`src/rtl/universal_counter_n.sv`:
```
// Parametrised N-bit universal counter: up/down, programmable limit, wrap or
// one-shot, synchronous clear/load, cascade carry and registered wrap/done flags.
module universal_counter_n #(
  parameter int unsigned     WIDTH     = 8,
  parameter logic [WIDTH-1:0] RESET_VAL = '0
) (
  input  logic             clk,
  input  logic             clear,
  input  logic             sclr,
  input  logic             load,
  input  logic [WIDTH-1:0] din,
  input  logic             count,
  input  logic             cin,
  input  logic [1:0]       mode,
  input  logic [WIDTH-1:0] limit,
  output logic [WIDTH-1:0] q,
  output logic             tc,
  output logic             wrap,
  output logic             done
);

  logic [WIDTH-1:0] cnt_q, cnt_d;
  logic             wrap_q, wrap_d;
  logic             done_q, done_d;
  logic             en;
  logic             down;
  logic             one_shot;
  logic             at_term;

  assign en       = count & cin;
  assign down     = mode[0];
  assign one_shot = mode[1];

  // Up counts treat anything at or above limit as terminal so q never runs past it
  assign at_term  = down ? (cnt_q == '0) : (cnt_q >= limit);
  assign tc       = en & at_term & ~done_q;

  always_comb begin
    cnt_d  = cnt_q;
    wrap_d = 1'b0;
    done_d = done_q;
    if (sclr) begin
      cnt_d  = RESET_VAL;
      done_d = 1'b0;
    end else if (load) begin
      cnt_d  = din;
      done_d = 1'b0;
    end else if (en && !done_q) begin
      if (!at_term) begin
        cnt_d = down ? (cnt_q - WIDTH'(1)) : (cnt_q + WIDTH'(1));
      end else if (!one_shot) begin
        cnt_d  = down ? limit : '0;
        wrap_d = 1'b1;
      end else begin
        done_d = 1'b1;
        wrap_d = 1'b1;
      end
    end
  end

  always_ff @(posedge clk or negedge clear) begin
    if (!clear) begin
      cnt_q  <= RESET_VAL;
      wrap_q <= 1'b0;
      done_q <= 1'b0;
    end else begin
      cnt_q  <= cnt_d;
      wrap_q <= wrap_d;
      done_q <= done_d;
    end
  end

  assign q    = cnt_q;
  assign wrap = wrap_q;
  assign done = done_q;

endmodule

```
`config.mk`:
```
export PLATFORM = sky130hd
export DESIGN_NAME = universal_counter_n
export DESIGN_NICKNAME = d
export VERILOG_FILES = /design/src/rtl/universal_counter_n.sv
export SDC_FILE = /design/constraint.sdc
export NUM_CORES = 1
export LEC_CHECK = 0
export ABC_AREA = 1
export CAP_MARGIN = 20
export CORE_MARGIN = 3
export CORE_UTILIZATION = 52
export DETAILED_ROUTE_END_ITERATION = 10
export PLACE_DENSITY = 0.95
export REMOVE_ABC_BUFFERS = 1
export SLEW_MARGIN = 10
export SYNTH_ARGS = -nofsm -noshare
export SYNTH_HDL_FRONTEND = slang
export SYNTH_SLANG_ARGS = --single-unit
export TNS_END_PERCENT = 1
```
`constraint.sdc`:
```
create_clock -name clk -period 4.1 [get_ports clk]
set_input_delay 0.615 -clock clk [delete_from_list [all_inputs] [get_ports clk]]
set_output_delay 0.615 -clock clk [all_outputs]
set_load 0.05 [all_outputs]
```
==> flow_metrics.env, run 1 <==
export IMPL_antenna_found_initial=0
export IMPL_clkPwrFrac_pct=14.9
export IMPL_place_gp_congestion=0.833
export IMPL_maxCapViolCount=0
export IMPL_p_seq_share_pct=27.3
export IMPL_skew_ns=0.00192
export IMPL_dieHeight_microns=55.1
export IMPL_grt_max_degree=17
export IMPL_finalNetCount=277
export IMPL_ys_warn_count=0
export IMPL_internal_power_mw=0.249
export IMPL_num_vias=1382
export IMPL_pin_count=35
export IMPL_seq_area_frac_synth_pct=20.0
export IMPL_r2r_start="q[0]"
export IMPL_routed_top_layer="met4"
export IMPL_first_global_vias=1189
export IMPL_grt_pass1_wl_mm=4.97
export IMPL_hold_start="done"
export IMPL_slowest_delay_ns=0.81
export IMPL_ys_async_sr_fraction_pct=100
export IMPL_yosysMostFrequentCell="nand2_1"
export IMPL_met2_length_mm=1.37
export IMPL_netlist_top_cells_area="dfrtp_1, nand2_1, nand3_1"
export IMPL_worst_pin_slew_ns=0.503
export IMPL_hold_depth=2
export IMPL_synth_seq_cells=10
export IMPL_whs_endpoint="done"
export IMPL_final_util_pct=72.0
export IMPL_synthToLayoutAreaGrowth_pct=29.8
export IMPL_drtIter0Drc=57
export IMPL_hp_class="flip-flop to flip-flop"
export IMPL_crit_chain="clkdlybuf4s50_1 > inv_1 > ha_1 > nand2_1 > nor2_1 > nand2_1 > nand2_2 > nand2_8 > nor2_1 > clkdlybuf4s50_1"
export IMPL_grt_overflow=0
export IMPL_combPwrFrac_pct=57.8
export IMPL_synth_area_sq_um=1250
export IMPL_slew_viol_final=0
export IMPL_path_max_fanout=11
export IMPL_numClockSinks=10
export IMPL_htreeDepth=1
export IMPL_start_util_pct=55.5
export IMPL_dieWidth_microns=55.1
export IMPL_synthTopCellsByCount="nand2_1, nand3_1, inv_1"
export IMPL_track_usage_pct=22.4
export IMPL_dpl_hpwl_mm=2.36
export IMPL_num_rows=17
export IMPL_synth_edf_count=0
export IMPL_portBuffers=34
export IMPL_crit_path_top_delay_cell="clkdlybuf4s50_1"
export IMPL_ctsResizeCount=0
export IMPL_fin_tns_setup_ns=0
export IMPL_diodes=0
export IMPL_detail_route_wl_per_cell_microns=11.3
export IMPL_setup_viol=0
export IMPL_crit_path_end_kind="output port"
export IMPL_met3_length_microns=172
export IMPL_drt_met1_wl_mm=1.41
export IMPL_reg2reg_depth=15
export IMPL_postRouteAntennaNets=0
export IMPL_die_area_sq_um=3030
export IMPL_r2r_slack_ns=1.97
export IMPL_max_freq_mhz=281
export IMPL_r2r_end="q[6]"
export IMPL_worst_setup_path_start_kind="input port"
export IMPL_post_synth_top_area_fraction_pct=20.0
export IMPL_yosysTopAreaCell="dfrtp_1"
export IMPL_grt_setup_unrepaired="false"
export IMPL_post_place_cells=261
export IMPL_viasPerCell=5.23
export IMPL_tritoncts="done"
export IMPL_clkLatencyLatePin_ns=0.27
export IMPL_slew_headroom_pct=66.4
export IMPL_synth_flop_cell="dfrtp_1"
export IMPL_worstSetupPathType="input port to output port"
export IMPL_hold_viol=0
export IMPL_yosysUniqueCellTypes=22
export IMPL_whs_ns=0.539
export IMPL_clockBufferDepth=2
export IMPL_clk_pin_slew_ns=0.06
export IMPL_drt_wl_total_mm=3.00
export IMPL_period_share_pct=86.7
export IMPL_outcome="finished, final reports clean"
export IMPL_p_leak_nw=0.901
export IMPL_min_period_ns=3.55
export IMPL_drc_errors=0
export IMPL_post_cts_buffers=0
export IMPL_power_density_nw_per_um2=286
export IMPL_coreArea_sq_um=2250
export IMPL_p_sw_mw=0.215
export IMPL_drive_gt1_share_pct=3.81
export IMPL_peakVddDrop_mv=0.216
export IMPL_avgSynthCellArea_sq_um=6.16
export IMPL_required_ns=3.48
export IMPL_drtPass1Iterations=4
export IMPL_crit_arrival_ns=2.94
export IMPL_finalNonFillerCells=264
export IMPL_swShare_pct=46.3
export IMPL_synthCells=203
export IMPL_clockRootBuffer="clkbuf_4"
export IMPL_cts_buffers_inserted=3
export IMPL_ctsHoldBuffers=0
## flip-flops by register name, indices dropped and copies added, names as in the netlist
name and count:
q 8, done 1, wrap 1
## placed cells by master (no fill, tap or decap), drive strengths merged
| cell | synthesis | layout |
|---|---|---|
| nand2 | 60 | 60 |
| nand3 | 38 | 38 |
| clkdlybuf4s50 | 0 | 34 |
| inv | 29 | 29 |
| nor2 | 29 | 29 |
| ha | 14 | 14 |
| dfrtp | 10 | 10 |
| a21oi | 6 | 6 |
| nand4 | 4 | 4 |
| xnor2 | 3 | 3 |
| clkbuf | 0 | 3 |
| nor3 | 1 | 1 |
| nand2b | 1 | 1 |
| a21o | 1 | 1 |
| xor2 | 1 | 1 |
| fa | 1 | 1 |
| buf | 5 | 1 |
## how the worst max path moves through the flow
stage                  start  endpoint  slack (ns)
floorplan               q[0]        tc        1.17
global placement    limit[7]        tc        0.56
detailed placement  limit[7]        tc        0.56
CTS                 limit[7]        tc        0.54
global route        limit[7]        tc        0.42
finish              limit[7]        tc        0.55
## area by class of cell
| cell class | count | area, sq um |
|---|---|---|
| Tap cell | 28 | 35.0 |
| Inverter | 29 | 109 |
| Sequential cell | 10 | 250 |
| Timing Repair Buffer | 35 | 348 |
| Fill cell | 189 | 631 |
| Clock buffer | 3 | 22.5 |
| Multi-Input combinational cell | 159 | 860 |
## critical path, delay by kind of cell
| kind | cells | cell delay (ns) |
|---|---|---|
| buf+inv | 3 | 1.32 |
| simple gates | 6 | 0.72 |
| fa+ha+maj | 1 | 0.28 |
## routing by layer
metal / track usage [%] / vias to the layer above
met5: 0 / -
met4: 7.69 / 0
met3: 1.88 / 5
met2: 37.4 / 45
met1: 30.3 / 613
li1: - / 719
## power groups by stage
stage / clock network, mW / logic (mW) / registers, mW
finish: 0.0694 / 0.268 / 0.127
global route: 0.0722 / 0.299 / 0.129
CTS: 0.0695 / 0.267 / 0.126
detailed placement: 0 / 0.265 / 0.128
global placement: 0 / 0.262 / 0.128
floorplan: 0 / 0.147 / 0.161
## cells by family after synthesis
group           count (synthesis)  share of synthesized area (%)
simple gates                  133                           47.3
fa+ha+maj                      15                           15.6
flops                          10                           20.0
buf+inv                        34                           11.3
xor+xnor                        4                           2.80
compound gates                  7                           3.00
## per-stage QoR
stage | worst slack (ns) | power [mW] | area (sq um)
floorplan | 1.17 | 0.308 | 1220
finish | 0.546 | 0.464 | 1620
global route | 0.417 | 0.500 | 1620
global placement | 0.561 | 0.390 | 1600
CTS | 0.542 | 0.463 | 1620
detailed placement | 0.556 | 0.393 | 1600
No activity file was read; power rests on OpenSTA's default activity.
==> run 2: changes to the inputs <==
==> constraint.sdc (replaced) <==
create_clock -name clk -period 4.35 [get_ports clk]
set_input_delay 0.6525 -clock clk [delete_from_list [all_inputs] [get_ports clk]]
set_output_delay 0.6525 -clock clk [all_outputs]
set_load 0.05 [all_outputs]
==> run 2 against run 1 <==
- non-clock buffer count stayed put
- sequential cell count stayed put
- sequential power is 6% lower
==> flow_metrics.env, run 2 (synthesis gave the netlist of run 1 again) <==
export IMPL_ctsResizeCount=0
export IMPL_grt_overflow=0
export IMPL_antenna_found_initial=0
export IMPL_ctsHoldBuffers=0
export IMPL_clkLatencyLatePin_ns=0.26
export IMPL_min_period_ns=3.63
export IMPL_slew_viol_final=0
export IMPL_worst_pin_slew_ns=0.499
export IMPL_dieWidth_microns=55.1
export IMPL_mostFrequentLayoutCells="nand2_1, nand3_1, clkdlybuf4s50_1"
export IMPL_synthToLayoutAreaGrowth_pct=29.8
export IMPL_clk_pin_slew_ns=0.07
export IMPL_r2r_slack_ns=2.21
export IMPL_setup_viol=0
export IMPL_htreeDepth=1
export IMPL_r2r_start="q[0]"
export IMPL_finalNetCount=277
export IMPL_path_max_fanout=11
export IMPL_reg2reg_depth=15
export IMPL_required_ns=3.70
export IMPL_grt_pass1_wl_mm=4.95
export IMPL_slowest_delay_ns=0.81
export IMPL_drive_gt1_share_pct=3.81
export IMPL_drt_met1_wl_mm=1.42
export IMPL_critPathLaunch="limit[7]"
export IMPL_drtIter0Drc=32
export IMPL_r2r_end="q[7]"
export IMPL_n_fill_cell=190
export IMPL_drt_wl_total_mm=3.07
export IMPL_num_vias=1387
export IMPL_tritoncts="done"
export IMPL_crit_path_top_delay_cell="clkdlybuf4s50_1"
export IMPL_multi_input_area_sq_um=860
export IMPL_start_util_pct=55.5
export IMPL_clockRootBuffer="clkbuf_4"
export IMPL_fin_tns_setup_ns=0
export IMPL_place_gp_congestion=0.833
export IMPL_hold_viol=0
export IMPL_worst_setup_path_start_kind="input port"
export IMPL_numClockSinks=10
export IMPL_crit_buf_inv=3
export IMPL_cts_buffers_inserted=3
export IMPL_largest_reg_flops=8
export IMPL_routed_top_layer="met4"
export IMPL_dieHeight_microns=55.1
export IMPL_final_common_cell="nand2_1"
export IMPL_max_freq_mhz=275
export IMPL_p_total_mw=0.438
export IMPL_portBuffers=34
export IMPL_grt_max_degree=17
export IMPL_hp_class="flip-flop to flip-flop"
export IMPL_post_cts_buffers=0
export IMPL_crit_arrival_ns=2.98
export IMPL_met2_length_mm=1.41
export IMPL_slew_headroom_pct=66.6
export IMPL_drc_errors=0
export IMPL_dpl_hpwl_mm=2.37
export IMPL_num_rows=17
export IMPL_p_leak_nw=0.901
export IMPL_crit_family="buffers and inverters"
export IMPL_met3_length_microns=192
export IMPL_crit_chain="clkdlybuf4s50_1 > inv_1 > ha_1 > nand2_1 > nor2_1 > nand2_1 > nand2_2 > nand2_8 > nor2_1 > clkdlybuf4s50_1"
export IMPL_postRouteAntennaNets=0
export IMPL_seq_area_sq_um=250
export IMPL_power_density_nw_per_um2=269
export IMPL_viasPerCell=5.25
export IMPL_worstSetupPathType="input port to output port"
export IMPL_crit_path_end_kind="output port"
export IMPL_cp_endpoint="tc"
export IMPL_pin_count=35
export IMPL_drtPass1Iterations=4
export IMPL_die_area_sq_um=3030
export IMPL_first_global_vias=1187
export IMPL_period_share_pct=83.5
export IMPL_maxCapViolCount=0
export IMPL_diodes=0
export IMPL_grt_setup_unrepaired="false"
export IMPL_clockBufferDepth=2
export IMPL_cp_depth=10
export IMPL_detail_route_wl_per_cell_microns=11.6
export IMPL_peakVddDrop_mv=0.199
export IMPL_coreArea_sq_um=2250
export IMPL_track_usage_pct=22.3
export IMPL_outcome="finished, final reports clean"
export IMPL_skew_ns=0.000890
run 2: cell counts in the layout (fill, tap and decap cells not counted):
No cell type changed its count.
run 2: cell type report:
type | count | share of cell area, %
multi-input cells | 159 | 52.9
repair buffers | 35 | 21.4
flip-flops and latches | 10 | 15.4
inverters | 29 | 6.70
well taps | 28 | 2.16
clock buffers | 3 | 1.39
run 2: how the worst min path moves through the flow:
stage / cells after the start / end / start / slack (ns)
after floorplan: 0 / done / clear / 0.36
after global placement: 2 / done / done / 0.53
after detailed placement: 2 / done / done / 0.53
after CTS: 2 / done / done / 0.54
after global routing: 2 / done / done / 0.57
final: 2 / done / done / 0.54
run 2: power breakdown:
group | internal [mW] | switching [mW]
registers | 0.103 | 0.0168
clock network | 0.0320 | 0.0335
logic | 0.100 | 0.152
run 2: worst reg2reg max path: stages (launching register included):
cell and delay [ns]:
dfrtp_1 0.49, inv_1 0.10, ha_1 0.28, inv_1 0.04
nand2_1 0.05, nand2_1 0.05, nand2_1 0.05, nand2_1 0.05
nand2_1 0.05, nand2_1 0.05, nand2_2 0.21, nand3_1 0.13
nand2_2 0.22, nand2_4 0.12, nand3_1 0.11, nand2_1 0.05
run 2: layer usage:
metal | track usage [%] | up-vias
li1 | - | 719
met1 | 30.8 | 606
met2 | 36.8 | 55
met3 | 1.88 | 7
met4 | 6.88 | 0
met5 | 0 | -
run 2: through the flow:
step           utilization [%]  setup slack (ns)  instances  area [sq um]  hold WS, ns
6_report                  72.0             0.716        264          1620        0.540
5_1_grt                   72.0             0.593        264          1620        0.573
4_1_cts                   72.0             0.724        264          1620        0.541
3_5_place_dp              71.0             0.735        261          1600        0.531
3_3_place_gp              71.0             0.736        261          1600        0.533
2_1_floorplan                -              1.38        198          1220        0.357
